===== src/rtl/bnn_ocr_pkg.sv =====
// Shared types and constants for the BNN OCR image path.
// The loader FSM state encoding and the image/command constants live here.
package bnn_ocr_pkg;

   typedef enum logic [2:0] {
      ST_IDLE,
      ST_CLEAR,
      ST_RECV,
      ST_WAIT_FULL,
      ST_READY
   } loader_state_t;

   localparam int          IMG_BYTES  = 113;
   localparam logic [7:0]  CMD_LOAD   = 8'hA5;
   localparam logic [7:0]  CMD_CLEAR  = 8'h5A;
   localparam int          CNT_W      = 7;
   localparam logic [1:0]  FULL_WAIT_LAST = 2'd3;

endpackage


===== src/rtl/idle_timer.sv =====
// Inter-byte idle timer: counts enabled cycles since the last clear and
// flags expiry once the count reaches TIMEOUT_CYCLES-1.
module idle_timer #(
   parameter int TIMEOUT_CYCLES = 1_000_000
) (
   input  logic clk,
   input  logic rst,
   input  logic clr,
   input  logic en,
   output logic expired
);

   localparam int W = $clog2(TIMEOUT_CYCLES + 1);

   logic [W-1:0] cnt_q;

   assign expired = en && (cnt_q == W'(TIMEOUT_CYCLES - 1));

   always_ff @(posedge clk or posedge rst) begin
      if (rst) begin
         cnt_q <= '0;
      end else if (clr) begin
         cnt_q <= '0;
      end else if (en && !expired) begin
         cnt_q <= cnt_q + 1'b1;
      end
   end

endmodule


===== src/rtl/image_loader_ctrl.sv =====
// Receives a command byte plus IMG_BYTES payload bytes from the serial front
// end, writes them to the image store and hands the image to the classifier.
//
//  state      | meaning
//  -----------+-------------------------------------------------------
//  IDLE       | waiting for a command byte
//  CLEAR      | one-cycle store reset, byte count zeroed
//  RECV       | forwarding payload bytes, idle timeout armed
//  WAIT_FULL  | last byte written, waiting up to 4 cycles for buffer_full
//  READY      | image held for the classifier until inference_done
module image_loader_ctrl
   import bnn_ocr_pkg::*;
#(
   parameter int         IMG_BYTES      = bnn_ocr_pkg::IMG_BYTES,
   parameter int         TIMEOUT_CYCLES = 1_000_000,
   parameter logic [7:0] CMD_LOAD       = bnn_ocr_pkg::CMD_LOAD,
   parameter logic [7:0] CMD_CLEAR      = bnn_ocr_pkg::CMD_CLEAR
) (
   input  logic       clk,
   input  logic       rst,
   input  logic [7:0] rx_data,
   input  logic       rx_valid,
   input  logic       write_ready,
   input  logic       buffer_full,
   input  logic       inference_done,
   output logic       clear_buffer,
   output logic [7:0] data_out,
   output logic       write_request,
   output logic       img_ready,
   output logic       busy,
   output logic       error
);

   localparam logic [CNT_W-1:0] LAST_IDX = CNT_W'(IMG_BYTES - 1);

   loader_state_t    state_q;
   logic [CNT_W-1:0] byte_cnt_q;
   logic [1:0]       wait_cnt_q;
   logic [7:0]       data_out_q;
   logic             write_request_q;
   logic             clear_buffer_q;
   logic             img_ready_q;
   logic             error_q;
   logic             tmr_expired;

   // The timer only runs in RECV; any received byte restarts it, so a byte
   // arriving in the expiry cycle wins.
   idle_timer #(
      .TIMEOUT_CYCLES (TIMEOUT_CYCLES)
   ) u_idle_timer (
      .clk     (clk),
      .rst     (rst),
      .clr     ((state_q != ST_RECV) || rx_valid),
      .en      (state_q == ST_RECV),
      .expired (tmr_expired)
   );

   always_ff @(posedge clk or posedge rst) begin
      if (rst) begin
         state_q         <= ST_IDLE;
         byte_cnt_q      <= '0;
         wait_cnt_q      <= '0;
         data_out_q      <= 8'h00;
         write_request_q <= 1'b0;
         clear_buffer_q  <= 1'b0;
         img_ready_q     <= 1'b0;
         error_q         <= 1'b0;
      end else begin
         write_request_q <= 1'b0;
         clear_buffer_q  <= 1'b0;
         error_q         <= 1'b0;
         case (state_q)
            ST_IDLE: begin
               if (rx_valid) begin
                  if (rx_data == CMD_LOAD) begin
                     clear_buffer_q <= 1'b1;
                     state_q        <= ST_CLEAR;
                  end else if (rx_data == CMD_CLEAR) begin
                     clear_buffer_q <= 1'b1;
                  end else begin
                     error_q <= 1'b1;
                  end
               end
            end
            ST_CLEAR: begin
               byte_cnt_q <= '0;
               wait_cnt_q <= '0;
               state_q    <= ST_RECV;
            end
            ST_RECV: begin
               if (rx_valid) begin
                  if (write_ready) begin
                     data_out_q      <= rx_data;
                     write_request_q <= 1'b1;
                     byte_cnt_q      <= byte_cnt_q + 1'b1;
                     if (byte_cnt_q == LAST_IDX) begin
                        wait_cnt_q <= '0;
                        state_q    <= ST_WAIT_FULL;
                     end
                  end else begin
                     error_q <= 1'b1;
                     state_q <= ST_IDLE;
                  end
               end else if (tmr_expired) begin
                  error_q <= 1'b1;
                  state_q <= ST_IDLE;
               end
            end
            ST_WAIT_FULL: begin
               if (buffer_full) begin
                  img_ready_q <= 1'b1;
                  state_q     <= ST_READY;
               end else if (wait_cnt_q == FULL_WAIT_LAST) begin
                  error_q <= 1'b1;
                  state_q <= ST_IDLE;
               end else begin
                  wait_cnt_q <= wait_cnt_q + 1'b1;
               end
            end
            ST_READY: begin
               if (rx_valid) begin
                  error_q <= 1'b1;
               end
               if (inference_done) begin
                  img_ready_q <= 1'b0;
                  state_q     <= ST_IDLE;
               end
            end
            default: begin
               state_q <= ST_IDLE;
            end
         endcase
      end
   end

   assign clear_buffer  = clear_buffer_q;
   assign data_out      = data_out_q;
   assign write_request = write_request_q;
   assign img_ready     = img_ready_q;
   assign busy          = (state_q != ST_IDLE);
   assign error         = error_q;

endmodule


===== config.mk =====
export PLATFORM = sky130hd
export DESIGN_NAME = image_loader_ctrl
export DESIGN_NICKNAME = d
export VERILOG_FILES = /design/src/rtl/bnn_ocr_pkg.sv /design/src/rtl/idle_timer.sv /design/src/rtl/image_loader_ctrl.sv
export SDC_FILE = /design/constraint.sdc
export NUM_CORES = 1
export LEC_CHECK = 0
export CAP_MARGIN = 20
export CORE_MARGIN = 4
export CORE_UTILIZATION = 40
export DETAILED_ROUTE_END_ITERATION = 8
export GPL_ROUTABILITY_DRIVEN = 0
export SLEW_MARGIN = 15
export SYNTH_ARGS = -nofsm -noshare
export SYNTH_HDL_FRONTEND = slang
export SYNTH_SLANG_ARGS = --single-unit

===== constraint.sdc =====
create_clock -name clk -period 4.7 [get_ports clk]
set_input_delay 0.47 -clock clk [delete_from_list [all_inputs] [get_ports clk]]
set_output_delay 0.47 -clock clk [all_outputs]
set_load 0.005 [all_outputs]

==> qor.txt <==
first-pass GRT wire length: 8148 um
1st-pass router iterations: 4
critical path class: flip-flop to output pin
slowest stage delay, CP: 0.54 ns
CP Max Fanout: 14
clk_lat worst skew: 0.30 ns
max-cap violations: 0
clock buffers created by TritonCTS: 5
crit-path leading delay family: buffers and inverters
# hold bufs at CTS: 0
dpl cells: 314
Total Routing Usage GR: 0.1425
CTS Buffer Depth: 2
Port Buf Inserts: 26
die area: 6888 sq um
Clk pin slew, worst setup/hold paths: 0.09 ns
number of vias per cell: 5.205
worst rel slew slack: 0.3970
HP Class: flip-flop to flip-flop
CP Data Arrival Time: 1.84 ns
cell area after synthesis: 2250 sq um
Hold Fails Final Rpt: 0
count of cell types in the netlist: 45
DRC: 0
Post-Syn Instances: 221
share of the yosys chip area belonging to registers: 0.4894
Fmax: 433.6 MHz
Core ar.: 5473 sq um
antenna cell count: 0
setup tns final: 0 ns
design area: 2675 sq um
initial antenna violation count: 0
number of global-route vias before repair: 1774
Routed WL: 4459 um
Site Rows: 27
Routed WL per cell: 13.85 um
Mean Syn Cell Area: 10.18 sq um
Worst-Margin Slew: 0.9032 ns
Cell Chain, Critical Path: nor3_1, inv_1, clkdlybuf4s50_1
Pleak: 1.118 nW
dpl ws: 2.392 ns
Synth Register Bits: 44
Worst Path Buf+Inv: 2
Setup Buffers After CTS: 0
Reg area: 1101 sq um
DRT iter0 DRCs: 62
Fillers: 550
total grt overflow: 0
Multi-input gate area: 1100 sq um
Final Non-Filler Cells: 322
synthesized net count: 239
cts repair resizes: 0
cell area after placement: 2581 sq um
Pwr Density: 413.8 nW/um^2
die height: 83.00 um
Slowest cell on crit path: dfrtp_1
clock root cell: clkbuf_8
Slew Viols, Final: 0
nature of the critical path startpoint: flip-flop
die width: 83.00 um
I/O pin cnt: 27
min Tclk post-route: 2.307 ns
CTS HTree Levels: 2
dpl hpwl: 3140 um
yosys warns: 0
unrepaired setup endpoints after global routing: no
post-route ant nets: 0
crit share post-route: 0.4907
starting density of the core: 0.4111
CTS tree: done
# setup viols final: 0
VDD IR max: 0.2122 mV
Worst Setup End Kind: output pin
Final Skew: 0.01381 ns
status: finished clean
Worst EP required: 4.23 ns
share of post-route cells with drive strength above 1: 0.1000
final worst setup slack: 2.393 ns
nets: 267
largest net degree at the start of global routing: 45
Sink Count: 44
area delta synth->final: 18.91%
via count: 1676
worst reg2reg max path: cells and delay by family, from the launching register on:
family / cells / cell delay, ns
AO/OA/AOI/OAI: 1 / 0.46
AND/OR/NAND/NOR: 3 / 0.52
XOR/XNOR: 1 / 0.18
adder cells (fa/ha/maj): 1 / 0.21
flip-flops: 1 / 0.42
final cells by class:
type | count | share of cell area
sequential | 44 | 0.4116
multi-input combinational | 165 | 0.4111
timing repair buffer | 27 | 0.1001
tap | 72 | 0.03368
clock buffer | 7 | 0.03227
inverter | 6 | 0.008419
clock inverter | 1 | 0.002806
worst paths after layout:
check                                    endpoint  depth (start not counted)  slack (ns)                   from
max in group asynchronous           wait_cnt_q[0]                          2        3.45                    rst
min in group asynchronous  u_idle_timer.cnt_q[19]                          2        0.68                    rst
hold / removal                          img_ready                          2        0.52              img_ready
setup / recovery                             busy                          3        2.39             state_q[0]
setup reg to reg            u_idle_timer.cnt_q[3]                          6        2.76  u_idle_timer.cnt_q[0]
hold reg to reg                         img_ready                          2        0.52              img_ready
registers in the layout (all words and copies together), names as in the netlist:
signal              cells
byte_cnt_q              7
clear_buffer            1
data_out                8
error                   1
img_ready               1
state_q                 3
u_idle_timer.cnt_q     20
wait_cnt_q              2
write_request           1
kinds of logic (layout without fill, tap and decap cells):
logic type,Yosys count,in the layout,share of synthesized area
and+or+nand+nor,100,100,0.2464
DFF,44,44,0.4894
AOI/OAI and AO/OA,31,31,0.09121
xor gates and xnor gates,18,18,0.07008
muxes,12,12,0.05896
buffers and inverters,12,41,0.02169
adders and majority gates,4,4,0.02225
placed cells by master (no fill, tap or decap), types with 6 or more instances in the layout:
master,synthesis,final
nand4_1,8,8
clkdlybuf4s50_1,0,26
xor2_1,16,16
clkbuf_8,0,6
a21oi_1,7,7
mux2_2,10,10
or3_1,6,6
nor3_1,6,6
nor2_1,29,29
dfrtp_1,44,44
nand2_1,16,16
nand3_1,10,10
o21ai_0,8,8
Yosys cell counts, drive strengths merged:
| master | number | area (sq um) |
|---|---|---|
| nor3 | 6 | 30.03 |
| a22o | 1 | 8.760 |
| nand3 | 10 | 50.05 |
| xnor2 | 2 | 17.52 |
| a21oi | 8 | 51.30 |
| mux2 | 10 | 112.6 |
| o21bai | 1 | 7.510 |
| nor2 | 29 | 108.9 |
| nor4 | 1 | 12.51 |
| a22oi | 1 | 7.510 |
| and4 | 2 | 17.52 |
| nor4bb | 1 | 10.01 |
| clkbuf | 2 | 7.510 |
| nand2 | 16 | 60.06 |
| a32oi | 1 | 8.760 |
| nand3b | 1 | 7.510 |
| a31oi | 1 | 6.260 |
| inv | 6 | 22.52 |
| nand4 | 10 | 83.83 |
| o21a | 2 | 15.01 |
| and2 | 1 | 6.260 |
| o31ai | 2 | 15.01 |
| o211a | 1 | 10.01 |
| nor3b | 1 | 7.510 |
| or3 | 6 | 37.54 |
| buf | 4 | 18.76 |
| xor2 | 16 | 140.1 |
| a21o | 1 | 7.510 |
| ha | 4 | 50.05 |
| and3 | 4 | 25.02 |
| or4b | 1 | 10.01 |
| dfrtp | 44 | 1101 |
| nor2b | 1 | 6.260 |
| nand4b | 2 | 23.77 |
| o21ai | 9 | 45.04 |
| o211ai | 3 | 22.52 |
| mux2i | 2 | 20.02 |
| nand2b | 5 | 31.28 |
| nor4b | 3 | 26.28 |
stage by stage:
| step | total power [mW] | hold slack (ns) | util |
|---|---|---|---|
| 6_report | 1.107 | 0.5185 | 0.4888 |
| 5_1_grt | 1.190 | 0.5495 | 0.4888 |
| 4_1_cts | 1.123 | 0.5205 | 0.4888 |
| 3_5_place_dp | 0.8666 | 0.4989 | 0.4717 |
| 3_3_place_gp | 0.8662 | 0.4951 | 0.4717 |
| 2_1_floorplan | 0.7088 | 0.4771 | - |
report_power, final:
group          internal (mW)  switching, mW  leakage [nW]
combinational          0.189          0.153         0.485
sequential             0.442         0.0700         0.588
clock                  0.120          0.133        0.0445
total                  0.751          0.356          1.12
routing by layer:
metal | global-route usage | vias up | part of all wire
met1 | 0.1810 | 807 | 0.47
met3 | 0.04464 | 5 | 0.042
met2 | 0.2340 | 24 | 0.47
met4 | 0.04012 | 0 | 0.014
li1 | - | 840 | -
met5 | 0 | - | 0
(Power assumes the default switching activity.)
